**config.mk**
```make
export PLATFORM = sky130hd
export DESIGN_NAME = display_window_scaler
export DESIGN_NICKNAME = d
export VERILOG_FILES = /design/src/rtl/display_window_scaler_pkg.sv /design/src/rtl/display_window_scaler_axis.sv /design/src/rtl/display_window_scaler.sv
export SDC_FILE = /design/constraint.sdc
export NUM_CORES = 1
export LEC_CHECK = 0
export CAP_MARGIN = 25
export CORE_MARGIN = 2
export CORE_UTILIZATION = 30
export CTS_CLUSTER_DIAMETER = 120
export DETAILED_ROUTE_END_ITERATION = 6
export GPL_TIMING_DRIVEN = 0
export SETUP_SLACK_MARGIN = 0.4
export SYNTH_ARGS = -nofsm -noshare
export SYNTH_HDL_FRONTEND = slang
export SYNTH_SLANG_ARGS = --single-unit
```
**constraint.sdc**
```tcl
create_clock -name vga_pix_clk -period 2.5 [get_ports vga_pix_clk]
set_input_delay 0.5 -clock vga_pix_clk [delete_from_list [all_inputs] [get_ports vga_pix_clk]]
set_output_delay 0.5 -clock vga_pix_clk [all_outputs]
set_load 0.05 [all_outputs]
```
**src/rtl/display_window_scaler_pkg.sv**
```systemverilog
// -----------------------------------------------------------------------------
// display_window_scaler_pkg
//   Shared types and constants for the scaled game window compositor.
//
//   rgb_t        packed {R,G,B} nibble triple, laid out like the 12-bit colour
//                buses so a plain cast converts between the two.
//   pix_flags_t  per-pixel compositing flags that travel down the delay line
//                alongside the game renderer.
//   SUB_W        width of the sub-pixel counter (enough for SCALE up to 4).
//   PACMAN_*     default geometry/colour constants for the pacman build.
//   select_rgb   priority colour mux used by the output register.
// -----------------------------------------------------------------------------
package display_window_scaler_pkg;

    typedef struct packed {
        logic [3:0] r;
        logic [3:0] g;
        logic [3:0] b;
    } rgb_t;

    typedef struct packed {
        logic de;      // raster inside the VGA visible area
        logic win;     // inside the game window and the window is synced
        logic border;  // inside the border ring around the window
    } pix_flags_t;

    localparam int SUB_W         = 2;
    localparam int MAX_SCALE     = 4;
    localparam int VGA_H_VISIBLE = 640;
    localparam int VGA_V_VISIBLE = 480;

    localparam int          PACMAN_SCALE      = 1;
    localparam logic [11:0] PACMAN_BORDER_RGB = 12'h00F;
    localparam logic [11:0] PACMAN_BG_RGB     = 12'h000;

    // Blanking wins over everything; the game window wins over the border,
    // and the border wins over the background.
    function automatic rgb_t select_rgb(input pix_flags_t  flags,
                                        input logic [11:0] game,
                                        input logic [11:0] border,
                                        input logic [11:0] bg);
        rgb_t sel;
        if (!flags.de) begin
            sel = '0;
        end else if (flags.win) begin
            sel = rgb_t'(game);
        end else if (flags.border) begin
            sel = rgb_t'(border);
        end else begin
            sel = rgb_t'(bg);
        end
        return sel;
    endfunction

endpackage

```
**src/rtl/display_window_scaler_axis.sv**
```systemverilog
// -----------------------------------------------------------------------------
// scale_axis_counter
//   One axis of the upscaled window coordinate generator. A sub-pixel counter
//   runs 0..SCALE-1; each time it wraps the game coordinate steps by one.
//   Replaces a divide-by-SCALE with a pair of incrementing counters.
//
//   Ports
//     clk, rst     clock, asynchronous active-high reset
//     load         force sub and coord to 0 (takes priority over advance)
//     advance      step the sub-pixel counter by one
//     sub, coord   registered counter state
//     wrap         this step wraps sub back to 0 and bumps coord
//     sub_next,
//     coord_next   value the state takes at the next edge; used by the top
//                  when it needs the coordinate of the pixel being presented
// -----------------------------------------------------------------------------
module scale_axis_counter
    import display_window_scaler_pkg::*;
#(
    parameter int SCALE = 1,
    parameter int WIDTH = 8
) (
    input  logic             clk,
    input  logic             rst,
    input  logic             load,
    input  logic             advance,
    output logic [SUB_W-1:0] sub,
    output logic [WIDTH-1:0] coord,
    output logic             wrap,
    output logic [SUB_W-1:0] sub_next,
    output logic [WIDTH-1:0] coord_next
);

    localparam logic [SUB_W-1:0] SUB_MAX = SUB_W'(SCALE - 1);

    always_comb begin
        sub_next   = sub;
        coord_next = coord;
        wrap       = 1'b0;
        if (load) begin
            sub_next   = '0;
            coord_next = '0;
        end else if (advance) begin
            if (sub == SUB_MAX) begin
                sub_next   = '0;
                coord_next = coord + 1'b1;
                wrap       = 1'b1;
            end else begin
                sub_next = sub + 1'b1;
            end
        end
    end

    always_ff @(posedge clk or posedge rst) begin
        if (rst) begin
            sub   <= '0;
            coord <= '0;
        end else begin
            sub   <= sub_next;
            coord <= coord_next;
        end
    end

endmodule

```
**src/rtl/display_window_scaler.sv**
```systemverilog
// -----------------------------------------------------------------------------
// display_window_scaler
//   Maps the VGA raster onto an integer-upscaled game window, emits game
//   pixel / line / frame strobes, and composites the final pixel colour
//   (game, border ring or background) aligned to the game renderer latency.
//
//   Ports
//     vga_pix_clk       pixel clock
//     rst               asynchronous active-high reset
//     vga_sx, vga_sy    raster position from the VGA timing generator
//     display_enabled   raster is in the VGA visible area
//     game_rgb          {R,G,B} from the game, GAME_LATENCY cycles after the
//                       window coordinates
//     window_sx/sy      game coordinate of the pixel (1 cycle after raster);
//                       hold their last value while window_enabled is low
//     window_enabled    coordinates valid and inside the window
//     game_pix_stb      first VGA pixel of each game pixel
//     line_stb          first window pixel of each VGA line in the window
//     frame_start       first sub-pixel of game pixel (0,0)
//     R, G, B           composited colour, GAME_LATENCY+2 cycles after raster
//
//   Timing / handshake: there is no back-pressure. Every pixel clock carries
//   one raster position in; the coordinate/strobe outputs for that position
//   appear one cycle later, the colour GAME_LATENCY+2 cycles later.
// -----------------------------------------------------------------------------
module display_window_scaler
    import display_window_scaler_pkg::*;
#(
    parameter int          H_VGA_ADDR_WIDTH      = 10,
    parameter int          V_VGA_ADDR_WIDTH      = 10,
    parameter int          H_WINDOW_VISIBLE_AREA = 224,
    parameter int          V_WINDOW_VISIBLE_AREA = 288,
    parameter int          SCALE                 = PACMAN_SCALE,
    parameter int          H_WINDOW_OFFSET       = 208,
    parameter int          V_WINDOW_OFFSET       = 96,
    parameter int          GAME_LATENCY          = 2,
    parameter int          BORDER_WIDTH          = 2,
    parameter logic [11:0] BORDER_RGB            = PACMAN_BORDER_RGB,
    parameter logic [11:0] BG_RGB                = PACMAN_BG_RGB
) (
    input  logic                                     vga_pix_clk,
    input  logic                                     rst,
    input  logic [H_VGA_ADDR_WIDTH-1:0]              vga_sx,
    input  logic [V_VGA_ADDR_WIDTH-1:0]              vga_sy,
    input  logic                                     display_enabled,
    input  logic [11:0]                              game_rgb,
    output logic [$clog2(H_WINDOW_VISIBLE_AREA)-1:0] window_sx,
    output logic [$clog2(V_WINDOW_VISIBLE_AREA)-1:0] window_sy,
    output logic                                     window_enabled,
    output logic                                     game_pix_stb,
    output logic                                     line_stb,
    output logic                                     frame_start,
    output logic [3:0]                               R,
    output logic [3:0]                               G,
    output logic [3:0]                               B
);

    localparam int SX_W = $clog2(H_WINDOW_VISIBLE_AREA);
    localparam int SY_W = $clog2(V_WINDOW_VISIBLE_AREA);

    // Window extents in VGA pixels; *_END is exclusive.
    localparam int X_END  = H_WINDOW_OFFSET + H_WINDOW_VISIBLE_AREA * SCALE;
    localparam int Y_END  = V_WINDOW_OFFSET + V_WINDOW_VISIBLE_AREA * SCALE;
    localparam int X_LAST = X_END - 1;
    localparam int Y_LAST = Y_END - 1;

    // Border box: the window grown by BORDER_WIDTH on every side.
    localparam int BX_LO = H_WINDOW_OFFSET - BORDER_WIDTH;
    localparam int BX_HI = X_END + BORDER_WIDTH;
    localparam int BY_LO = V_WINDOW_OFFSET - BORDER_WIDTH;
    localparam int BY_HI = Y_END + BORDER_WIDTH;

    // ------------------------------------------------------------------
    // Parameter sanity checks
    // ------------------------------------------------------------------
    if (SCALE < 1 || SCALE > MAX_SCALE) begin : g_bad_scale
        $error("display_window_scaler: SCALE must be 1..4");
    end
    if (X_END > VGA_H_VISIBLE) begin : g_bad_h_fit
        $error("display_window_scaler: window exceeds VGA width");
    end
    if (Y_END > VGA_V_VISIBLE) begin : g_bad_v_fit
        $error("display_window_scaler: window exceeds VGA height");
    end
    if (BORDER_WIDTH > H_WINDOW_OFFSET || BORDER_WIDTH > V_WINDOW_OFFSET) begin : g_bad_border
        $error("display_window_scaler: border does not fit before the window");
    end

    // ------------------------------------------------------------------
    // Raster classification (combinational, current raster position)
    // ------------------------------------------------------------------
    logic h_in, v_in, in_region;
    logic in_border_box, in_border;
    logic h_load, v_load;
    logic line_last, frame_last_line;
    logic h_adv, v_adv;
    logic synced, synced_eff, pix_en;

    assign h_in = (int'(vga_sx) >= H_WINDOW_OFFSET) && (int'(vga_sx) < X_END);
    assign v_in = (int'(vga_sy) >= V_WINDOW_OFFSET) && (int'(vga_sy) < Y_END);
    assign in_region = h_in && v_in;

    assign in_border_box = (int'(vga_sx) >= BX_LO) && (int'(vga_sx) < BX_HI) &&
                           (int'(vga_sy) >= BY_LO) && (int'(vga_sy) < BY_HI);
    assign in_border = in_border_box && !in_region;

    assign h_load          = (int'(vga_sx) == H_WINDOW_OFFSET);
    assign v_load          = h_load && (int'(vga_sy) == V_WINDOW_OFFSET);
    assign line_last       = (int'(vga_sx) == X_LAST);
    assign frame_last_line = (int'(vga_sy) == Y_LAST);

    assign h_adv = in_region;
    // No vertical step after the final window line, so window_sy parks on
    // its last row until the next frame reloads it.
    assign v_adv = in_region && line_last && !frame_last_line;

    // The (HO,VO) pixel itself must already count as synced.
    assign synced_eff = synced || v_load;
    assign pix_en     = in_region && display_enabled && synced_eff;

    // ------------------------------------------------------------------
    // Axis counters
    // ------------------------------------------------------------------
    logic [SUB_W-1:0] h_sub, h_sub_next, v_sub, v_sub_next;
    logic [SX_W-1:0]  h_coord, h_coord_next;
    logic [SY_W-1:0]  v_coord, v_coord_next;
    logic             h_wrap, v_wrap;

    scale_axis_counter #(
        .SCALE (SCALE),
        .WIDTH (SX_W)
    ) u_h_axis (
        .clk        (vga_pix_clk),
        .rst        (rst),
        .load       (h_load),
        .advance    (h_adv),
        .sub        (h_sub),
        .coord      (h_coord),
        .wrap       (h_wrap),
        .sub_next   (h_sub_next),
        .coord_next (h_coord_next)
    );

    scale_axis_counter #(
        .SCALE (SCALE),
        .WIDTH (SY_W)
    ) u_v_axis (
        .clk        (vga_pix_clk),
        .rst        (rst),
        .load       (v_load),
        .advance    (v_adv),
        .sub        (v_sub),
        .coord      (v_coord),
        .wrap       (v_wrap),
        .sub_next   (v_sub_next),
        .coord_next (v_coord_next)
    );

    // Horizontal: the counter state after this edge is the coordinate of the
    // pixel being presented. Vertical: the counter steps on the last pixel
    // of a line, so the line's own coordinate is the current state, except
    // on the (HO,VO) pixel where the reload value applies.
    logic [SUB_W-1:0] pix_v_sub;
    logic [SY_W-1:0]  pix_v_coord;
    logic             pix_first;

    assign pix_v_sub   = v_load ? '0 : v_sub;
    assign pix_v_coord = v_load ? '0 : v_coord;
    assign pix_first   = (h_sub_next == '0) && (h_coord_next == '0);

    // Counter views this block does not consume.
    logic unused_axis;
    assign unused_axis = ^{h_sub, h_coord, h_wrap, v_wrap, v_sub_next, v_coord_next};

    // ------------------------------------------------------------------
    // Registered coordinates and strobes (1 cycle after raster)
    // ------------------------------------------------------------------
    always_ff @(posedge vga_pix_clk or posedge rst) begin
        if (rst) begin
            synced         <= 1'b0;
            window_enabled <= 1'b0;
            game_pix_stb   <= 1'b0;
            line_stb       <= 1'b0;
            frame_start    <= 1'b0;
            window_sx      <= '0;
            window_sy      <= '0;
        end else begin
            synced         <= synced_eff;
            window_enabled <= pix_en;
            game_pix_stb   <= pix_en && (h_sub_next == '0);
            line_stb       <= pix_en && pix_first;
            frame_start    <= pix_en && pix_first &&
                              (pix_v_coord == '0) && (pix_v_sub == '0);
            if (pix_en) begin
                window_sx <= h_coord_next;
                window_sy <= pix_v_coord;
            end
        end
    end

    // ------------------------------------------------------------------
    // Compositing: flags ride a 1+GAME_LATENCY deep delay line so that the
    // last stage lines up with game_rgb for the same pixel; the output
    // register adds one more cycle.
    // ------------------------------------------------------------------
    pix_flags_t flags_now;
    pix_flags_t flag_pipe [0:GAME_LATENCY];
    rgb_t       rgb_q;

    assign flags_now = {display_enabled, in_region && synced_eff, in_border};

    always_ff @(posedge vga_pix_clk or posedge rst) begin
        if (rst) begin
            for (int i = 0; i <= GAME_LATENCY; i++) begin
                flag_pipe[i] <= '0;
            end
            rgb_q <= '0;
        end else begin
            flag_pipe[0] <= flags_now;
            for (int i = 1; i <= GAME_LATENCY; i++) begin
                flag_pipe[i] <= flag_pipe[i-1];
            end
            rgb_q <= select_rgb(flag_pipe[GAME_LATENCY], game_rgb, BORDER_RGB, BG_RGB);
        end
    end

    assign R = rgb_q.r;
    assign G = rgb_q.g;
    assign B = rgb_q.b;

endmodule

```
Word-level counts from Yosys, hierarchy flattened

Cells that the tools add are included.
W data, S select, Z words.

Input bits: 35
Output and inout bits: 33
Bits in registers: 64
Word-level logic and storage cells: 86

Reduce and logical (&&, ||, !) cells: 30
Add/sub/neg operators: 4
Magnitude comparators: 8
Muxes and demuxes: 17
Eq/ne operators: 4

Operators by type and width:

| cell                   | number |
|---|---|
| $lt A10 B9 Y1 const B  | 4 |
| $mux W9                | 4 |
| $mux W12               | 2 |
| $mux W8                | 3 |
| $eq A10 B10 Y1 const B | 2 |
| $ge A10 B7 Y1 const B  | 2 |
| $ge A10 B8 Y1 const B  | 2 |
| $logic_and A1 B1 Y1    | 18 |
| $mux W2                | 7 |
| $eq A10 B8 Y1 const B  | 1 |
| $eq A10 B9 Y1 const B  | 1 |
| $add A9 B1 Y9 const B  | 1 |
| $logic_not A9 Y1       | 1 |
| $add A8 B1 Y8 const B  | 1 |
| $logic_not A2 Y1       | 4 |
| $logic_not A8 Y1       | 1 |
| $add A2 B1 Y2 const B  | 2 |
| $mux W4                | 1 |
| $reduce_bool A2 Y1     | 2 |
| $logic_not A1 Y1       | 2 |
| $reduce_and A2 Y1      | 1 |
| $logic_or A1 B1 Y1     | 1 |

Logic depth before layout (Yosys ltp)

Gate-level depths: netlist (run 1).

Word-level depth: 10
Gate-level depth with buffers: 9
Depth with buffers taken out: 8

Modules after synthesis

A second synthesis (run 1) with hierarchy kept.

Cells, all modules: 251
Area total of the unflattened synthesis: 2,859.0 µm²

Modules (own cells, without submodules):

| module                        | area each (µm²) | times used | seq. area each (µm²) | cells an instance |
|---|---|---|---|---|
| display_window_scaler         | 1,771.7         | 1          | 1,076.0              | 140 |
| scale_axis_counter (u_v_axis) | 570.5           | 1          | 275.3                | 58 |
| scale_axis_counter (u_h_axis) | 516.7           | 1          | 250.2                | 53 |

Worst setup path before layout (run 1)

No wires, ideal clock.

Kind: input-to-reg
Start: input port vga_sy[1]
End: register window_sx[0]
Setup time: 125 ps
Data required time: 2,375 ps
Path buffers: 1
Arrival time: 2,191 ps
Setup slack: 185 ps
Cell stages on the path: 7
Cells stage by stage: or4_1 > nor4_1 > and4_1 > o211ai_1 > inv_1 > buf_4 > mux2_2

Cells in the longest elaborated chain, start to end: 5
Elaborated cells between the ends (all ways): 11
Classes of those cells: order compare (2); eq/ne (1); mux (2); reduce/logical (6)

RTL lines:

| element                                               | line                         | text |
|---|---|---|
| start: declaration                                    | display_window_scaler.sv:44  | `input logic [V_VGA_ADDR_WIDTH-1:0] vga_sy,` |
| $ge A10 B7 Y1 / $lt A10 B9 Y1 (equally long branches) | display_window_scaler.sv:100 | `assign v_in = (int'(vga_sy) >= V_WINDOW_OFFSET) && (int'(vga_sy) < Y_END);` |
| $logic_and A1 B1 Y1                                   | display_window_scaler.sv:100 |  |
| $logic_and A1 B1 Y1                                   | display_window_scaler.sv:101 | `assign in_region = h_in && v_in;` |
| $logic_and A1 B1 Y1                                   | display_window_scaler.sv:119 | `assign pix_en = in_region && display_enabled && synced_eff;` |
| $logic_and A1 B1 Y1 *                                 | display_window_scaler.sv:119 |  |
| net pix_en                                            | display_window_scaler.sv:97  | `logic synced, synced_eff, pix_en;` |
| end signal: assignment                                | display_window_scaler.sv:195 | `window_sx <= h_coord_next;` |
| end: declaration                                      | display_window_scaler.sv:47  | `output logic [$clog2(H_WINDOW_VISIBLE_AREA)-1:0] window_sx,` |

The timed path passes the listed nets; every way through them passes the cells marked *.
A chain may end at the register's enable or synchronous reset.

Final worst setup path (run 1)

Start: input port vga_sy[1]
End: register window_sx[6]

Cells in the longest elaborated chain, start to end: 5
Elaborated cells between the ends (all ways): 11
Classes of those cells: order compare (2); eq/ne (1); mux (2); reduce/logical (6)

RTL lines:

| element                                               | line |
|---|---|
| $ge A10 B7 Y1 / $lt A10 B9 Y1 (equally long branches) | display_window_scaler.sv:100 |
| $logic_and A1 B1 Y1                                   | display_window_scaler.sv:100 |
| $logic_and A1 B1 Y1                                   | display_window_scaler.sv:101 |
| $mux W8 / $logic_and A1 B1 Y1 (equally long branches) | display_window_scaler_axis.sv:43, display_window_scaler.sv:119 |
| $mux W8 / $logic_and A1 B1 Y1 (equally long branches) | display_window_scaler_axis.sv:40, display_window_scaler.sv:119 |

Parallel ways exist; a longest one is shown, timed or not.

==> run_results.csv, run 1 <==
group,metric,value,unit
clock_network,path_clk_slew,0.08,ns
route,drt_iter0_drc,110,
cells_and_area,fillers,921,
synthesis,netlist_instances,290,
synthesis,synth_top_family_by_area,"simple AND/OR/NAND/NOR gates",
floorplan,die_w,104,um
floorplan,coreArea,9770,um2
clock_network,clockBufferDepth,2,
cells_and_area,nNetsFinal,439,
cells_and_area,final_cell_mix,"64 x dfrtp_1, 51 x clkdlybuf4s50_1, 38 x nand2_1",
synthesis,synth-compound-area-share,11.4,%
timing,fin_crit_sh,86.9,%
power,power_leakage,2.01,nW
clock_network,clock_sinks,64,
synthesis,synthSimpleGateAreaFrac,22.5,%
route,vias_per_cell,4.75,
setup_path,cp-start-kind,"input port",
global_route,grt_overflow,0,
power,p_total,2.61,mW
route,drt_first_pass_iters,4,
place,place_congestion,0.793,
clock_network,clk_root_buffer_cell,"clkbuf_8",
timing,finalMaxSlewViolations,0,
job,maxCapViolCount,0,
synthesis,synthMuxAreaShare,4.64,%
setup_path,end_kind,"flop",
timing,fin_tns_setup,0,ns
floorplan,io_pins,68,
route,wl,7.48,mm
place,portBuffers,67,
clock_network,cts_buffers,9,
synthesis,synth_edf_count,0,
route,drc_errors,0,
synthesis,syn_nets,331,
timing,fin_crit,2.17,ns
place,dp_hpwl,5.00,mm
synthesis,ys_seq_area_share,53.0,%
timing,hold_viol,0,
synthesis,ys_seq_elements,64,
power,power_switching,0.684,mW
floorplan,die_area,10900,um2
power,intPower,1.93,mW
setup_path,critPathArrivalTime,2.40,ns
power,power_density,574,nW/um2
cells_and_area,n_antenna_cell,0,
timing,worstMarginPinSlew,0.520,ns
power,power.share.clock,42.7,%
synthesis,synth-xor-area-share,2.90,%
floorplan,initial_core_util,30.9,%
cells_and_area,layout-drive-gt1-share,26.1,%
timing,fmax,0.460,GHz
global_route,antenna_found_initial,0,
synthesis,synth_cell_types,49,
setup_path,cp.required,2.73,ns
synthesis,avgSynthCellArea,10.4,um2
global_route,grt_max_degree,43,
global_route,grt_pass1_wl,12.7,mm
clock_network,clock_latency,0.34,ns
global_route,grt_pass1_vias,2594,
synthesis,yosysWarningCount,0,
place,placed_area,3900,um2
cells_and_area,final_common_cell,"dfrtp_1",
route,routedWlPerCell,13.9,um
clock_network,cts_htree_levels,3,
synthesis,synthFlopType,"dfrtp_1",
cells_and_area,post-route-cell-area,4550,um2
floorplan,die_h,104,um
setup_path,worst-setup-path-type,"input port to flop",
timing,finalSetupViolCount,0,
synthesis,async_reset_ff_share,100,%
route,vias,2545,
global_route,track_usage,14.4,%
power,pwr-share-comb,14.3,%
power,p_seq_share,43.0,%
setup_path,worstPathMaxFanout,2,
outcome,status,"completed",
clock_network,cts_tree,"built",
power,netSwitchingFraction,26.2,%
cells_and_area,syn2layout_area_growth,50.6,%
timing,rsz0062_at_grt,"yes",
floorplan,row_count,36,
power,peakVddDrop,364,uV
timing,fin_worst_skew,0.00965,ns
synthesis,syn-cell-area,3020,um2
timing,max-slew-margin-rel,65.2,%
route,ant_nets,0,
worst_hold_path,hp-class,"flop to flop",
synthesis,yosys.area_share.adder,2.49,%
==> state kept, by name (all words and copies together), names as in the netlist <==
signal / cells
flag_pipe: 9
B: 4
R: 4
line_stb: 1
window_sy: 9
u_h_axis.coord: 8
window_enabled: 1
u_v_axis.sub: 2
frame_start: 1
window_sx: 8
G: 4
u_v_axis.coord: 9
synced: 1
u_h_axis.sub: 2
game_pix_stb: 1
==> layer usage <==
metal	routed length (um)	track usage [%]	up-vias
li1	-	-	1256
met1	3350	17.7	1218
met2	3700	24.6	60
met3	336	3.95	11
met4	88	4.44	0
met5	0	0	-
==> cell usage after synthesis, types with 8 or more instances <==
master    number  area share [%]
o21ai_0        9             1.5
mux2_2         8             3.0
nor3_1        10             1.7
inv_1         11             1.4
clkbuf_1       8            0.99
dfrtp_1       64              53
and3_1        13             2.7
nand3_1       14             2.3
a21oi_1        9             1.5
nand2_1       38             4.7
nor2_1        18             2.2
==> logic make-up after synthesis <==
group,Yosys count
fa+ha+maj,6
xor+xnor,10
simple gates,129
mux,13
flops,64
compound gates,47
buf+inv,21
==> metrics by stage <==
step	hold WS, ns	util [%]	std cells	setup slack (ns)
finish	0.347	46.5	536	0.326
detailed placement	0.336	39.9	491	-0.466
global route	0.358	46.5	536	0.226
floorplan	0.331	-	290	0.315
CTS	0.347	45.0	526	0.200
global placement	0.332	39.7	490	-0.750
==> critical path: stages <==
cell and delay, ns:
buf_6 0.09, or4_4 0.55, nor4_4 0.17, and4_1 0.26
o211ai_1 0.14, inv_1 0.14, buf_6 0.11, buf_6 0.08
buf_6 0.08, mux2_4 0.28
==> power groups by stage <==
| stage | logic, mW | registers, mW | clock network [mW] |
|---|---|---|---|
| 4_1_cts | 0.311 | 1.12 | 1.14 |
| 6_report | 0.373 | 1.12 | 1.12 |
| 5_1_grt | 0.417 | 1.13 | 1.18 |
| 3_5_place_dp | 0.296 | 1.14 | 0 |
| 2_1_floorplan | 0.176 | 1.13 | 0 |
| 3_3_place_gp | 0.288 | 1.14 | 0 |
==> cell type report <==
type | instances | area (um2) | area share, %
Tap cell | 133 | 166 | 3.66
Timing Repair Buffer | 97 | 891 | 19.6
Inverter | 11 | 41.3 | 0.908
Clock inverter | 6 | 115 | 2.53
Clock buffer | 10 | 138 | 3.03
Multi-Input combinational cell | 205 | 1530 | 33.7
Buffer | 10 | 62.6 | 1.38
Sequential cell | 64 | 1600 | 35.2
==> path summary, 6_finish.rpt <==
kind | from | cells after the start | slack [ns] | endpoint
worst max-delay path | vga_sy[1] | 10 | 0.33 | window_sx[6]$_DFFE_PP0P_
worst min-delay path | flag_pipe[5]$_DFF_PP0_ | 0 | 0.35 | flag_pipe[2]$_DFF_PP0_
worst max register to register | u_h_axis.sub[0]$_DFF_PP0_ | 7 | 0.52 | line_stb$_DFF_PP0_
worst min register to register | flag_pipe[5]$_DFF_PP0_ | 0 | 0.35 | flag_pipe[2]$_DFF_PP0_
max in group asynchronous | rst | 3 | 1.38 | u_h_axis.coord[3]$_DFF_PP0_
min in group asynchronous | rst | 2 | 0.52 | B[3]$_DFF_PP0_
==> repair_timing <==
item,CTS,global route
endpoints found under the setup margin,38,38
gates resized for setup,58,52
pin swaps,8,16
cloned,0,0
buffers inserted,19,10
hold buffers,0,0
(Power assumes the default switching activity.)
==> run 2: changes to the inputs <==
Settings changed: MAX_ROUTING_LAYER from default to met4.
==> run 2 against run 1 <==
Cell count is 0.19% lower. Total power is 0.17% lower. Sequential share of layout area is 0.058 points higher. Via count is 0.35% higher. Global-route usage is 0.37 points higher. Routed wire length is 0.12% higher. Clock skew is 0.0016 ns lower. First-iteration DRC count is 16% lower. Worst hold slack better by 0.0012 ns. Clock power hardly changed. Highest routed layer unchanged. Maximum frequency is 0.17% lower.
==> run_results.csv, run 2 (synthesis gave the netlist of run 1 again) <==
group,metric,value,unit
outcome,status,"completed",
global_route,grt_overflow,0,
route,vias,2554,
global_route,grt_pass1_wl,12.7,mm
clock_network,cts_htree_levels,3,
setup_path,cp.required,2.73,ns
cells_and_area,syn2layout_area_growth,50.4,%
floorplan,die_area,10900,um2
place,portBuffers,67,
cells_and_area,post-route-cell-area,4540,um2
route,drt_iter0_drc,92,
route,ant_nets,0,
floorplan,initial_core_util,30.9,%
setup_path,worstPathMaxFanout,2,
floorplan,die_h,104,um
place,place_congestion,0.804,
timing,finalMaxSlewViolations,0,
place,dp_hpwl,5.00,mm
timing,fmax,0.459,GHz
floorplan,io_pins,68,
timing,fin_worst_skew,0.00803,ns
clock_network,path_clk_slew,0.08,ns
global_route,track_usage,14.8,%
clock_network,clockBufferDepth,2,
cells_and_area,final_cell_mix,"64 x dfrtp_1, 51 x clkdlybuf4s50_1, 38 x nand2_1",
global_route,grt_pass1_vias,2594,
cells_and_area,n_antenna_cell,0,
floorplan,die_w,104,um
timing,max-slew-margin-rel,65.2,%
place,dp.cells,491,
global_route,antenna_found_initial,0,
clock_network,clock_latency,0.33,ns
cells_and_area,fin_cells,535,
floorplan,row_count,36,
timing,worstMarginPinSlew,0.520,ns
clock_network,cts_tree,"built",
route,vias_per_cell,4.77,
route,routedWlPerCell,14.0,um
cells_and_area,largestRegisters,"flag_pipe (9), u_v_axis.coord (9), window_sy (9)",
cells_and_area,layout-drive-gt1-share,25.9,%
power,peakVddDrop,363,uV
timing,rsz0062_at_grt,"yes",
timing,fin_hold_ws,0.348,ns
route,drt_first_pass_iters,4,
cells_and_area,final_util,46.5,%
setup_path,critPathArrivalTime,2.40,ns
route,drc_errors,0,
timing,fin_crit,2.18,ns
power,power_density,574,nW/um2
job,maxCapViolCount,0,
clock_network,cts_hold_buf,0,
setup_path,worst-setup-path-type,"input port to flop",
clock_network,clk_root_buffer_cell,"clkbuf_8",
floorplan,coreArea,9770,um2
cells_and_area,final_common_cell,"dfrtp_1",
worst_hold_path,hp-class,"flop to flop",
global_route,grt_max_degree,43,
power,power_leakage,2.01,nW
clock_network,cts_buffers,9,
route,wl,7.49,mm
setup_path,end_kind,"flop",
setup_path,cp-start-kind,"input port",
cells_and_area,fillers,921,
cells_and_area,nNetsFinal,438,
timing,hold_viol,0,
place,placed_area,3900,um2
clock_network,clock_sinks,64,
timing,finalSetupViolCount,0,
timing,fin_crit_sh,87.1,%
-- run 2: cell count changes in the layout (fill, tap and decap cells not counted), sizes merged --
cell | before | now
buf | 40 | 39
-- run 2: layer usage --
layer	track usage (%)	share of wire [%]	wire length [um]
met2	24.6	50	3710
met5	-	0	0
met1	17.7	45	3360
met4	3.86	0.99	74
met3	4.14	4.5	340
-- run 2: report_power, final --
group	internal (mW)	total [mW]	leakage [nW]	switching (mW)
Clock	0.695	1.11	0.123	0.417
Sequential	1.07	1.12	0.866	0.0510
Combinational	0.160	0.372	1.02	0.212
-- run 2: final cells by class --
class | instances | area [um2] | share of cell area, %
sequential | 64 | 1600 | 35.3
multi-input combinational | 205 | 1530 | 33.8
timing repair buffer | 96 | 883 | 19.4
tap | 133 | 166 | 3.66
clock buffer | 10 | 138 | 3.03
clock inverter | 6 | 115 | 2.53
buffer | 10 | 62.6 | 1.38
inverter | 11 | 41.3 | 0.909
-- run 2: path summary, 6_finish.rpt --
check / endpoint / depth (start not counted) / slack (ns) / start
worst max register to register: line_stb$_DFF_PP0_ / 7 / 0.52 / u_h_axis.sub[0]$_DFF_PP0_
max in group asynchronous: u_h_axis.coord[3]$_DFF_PP0_ / 3 / 1.38 / rst
min in group asynchronous: flag_pipe[6]$_DFF_PP0_ / 2 / 0.52 / rst
worst min register to register: flag_pipe[2]$_DFF_PP0_ / 0 / 0.35 / flag_pipe[5]$_DFF_PP0_
worst max-delay path: window_sx[6]$_DFFE_PP0P_ / 10 / 0.32 / vga_sy[1]
worst min-delay path: flag_pipe[2]$_DFF_PP0_ / 0 / 0.35 / flag_pipe[5]$_DFF_PP0_
-- run 2: repair_timing --
| action | 4_1_cts | 5_1_grt |
|---|---|---|
| setup buffers | 19 | 9 |
| setup endpoints to repair | 38 | 38 |
| pin swaps | 8 | 16 |
| resized for setup | 58 | 52 |
| endpoints found under the hold margin | 0 | 0 |
-- run 2: critical path, stage by stage --
cell and delay [ns]:
buf_6 0.09, or4_4 0.55, nor4_4 0.17, and4_1 0.26, o211ai_1 0.14, inv_1 0.14, buf_6 0.11, buf_6 0.08
buf_6 0.08, mux2_4 0.28
-- run 2: per-stage QoR --
stage                     setup TNS [ns]  total power, mW  setup WS [ns]
after floorplan                        0             1.31          0.315
after global placement            -57.51             1.43         -0.750
after detailed placement          -10.32             1.44         -0.466
after CTS                              0             2.57          0.200
after global routing                   0             2.72          0.226
final                                  0             2.61          0.323
==> run 3: changes to the inputs <==
Settings changed: CTS_CLUSTER_DIAMETER 120 to default.
==> results of run 3 <==
Same layout as run 2: the final DEF is identical, and so are final timing and power.
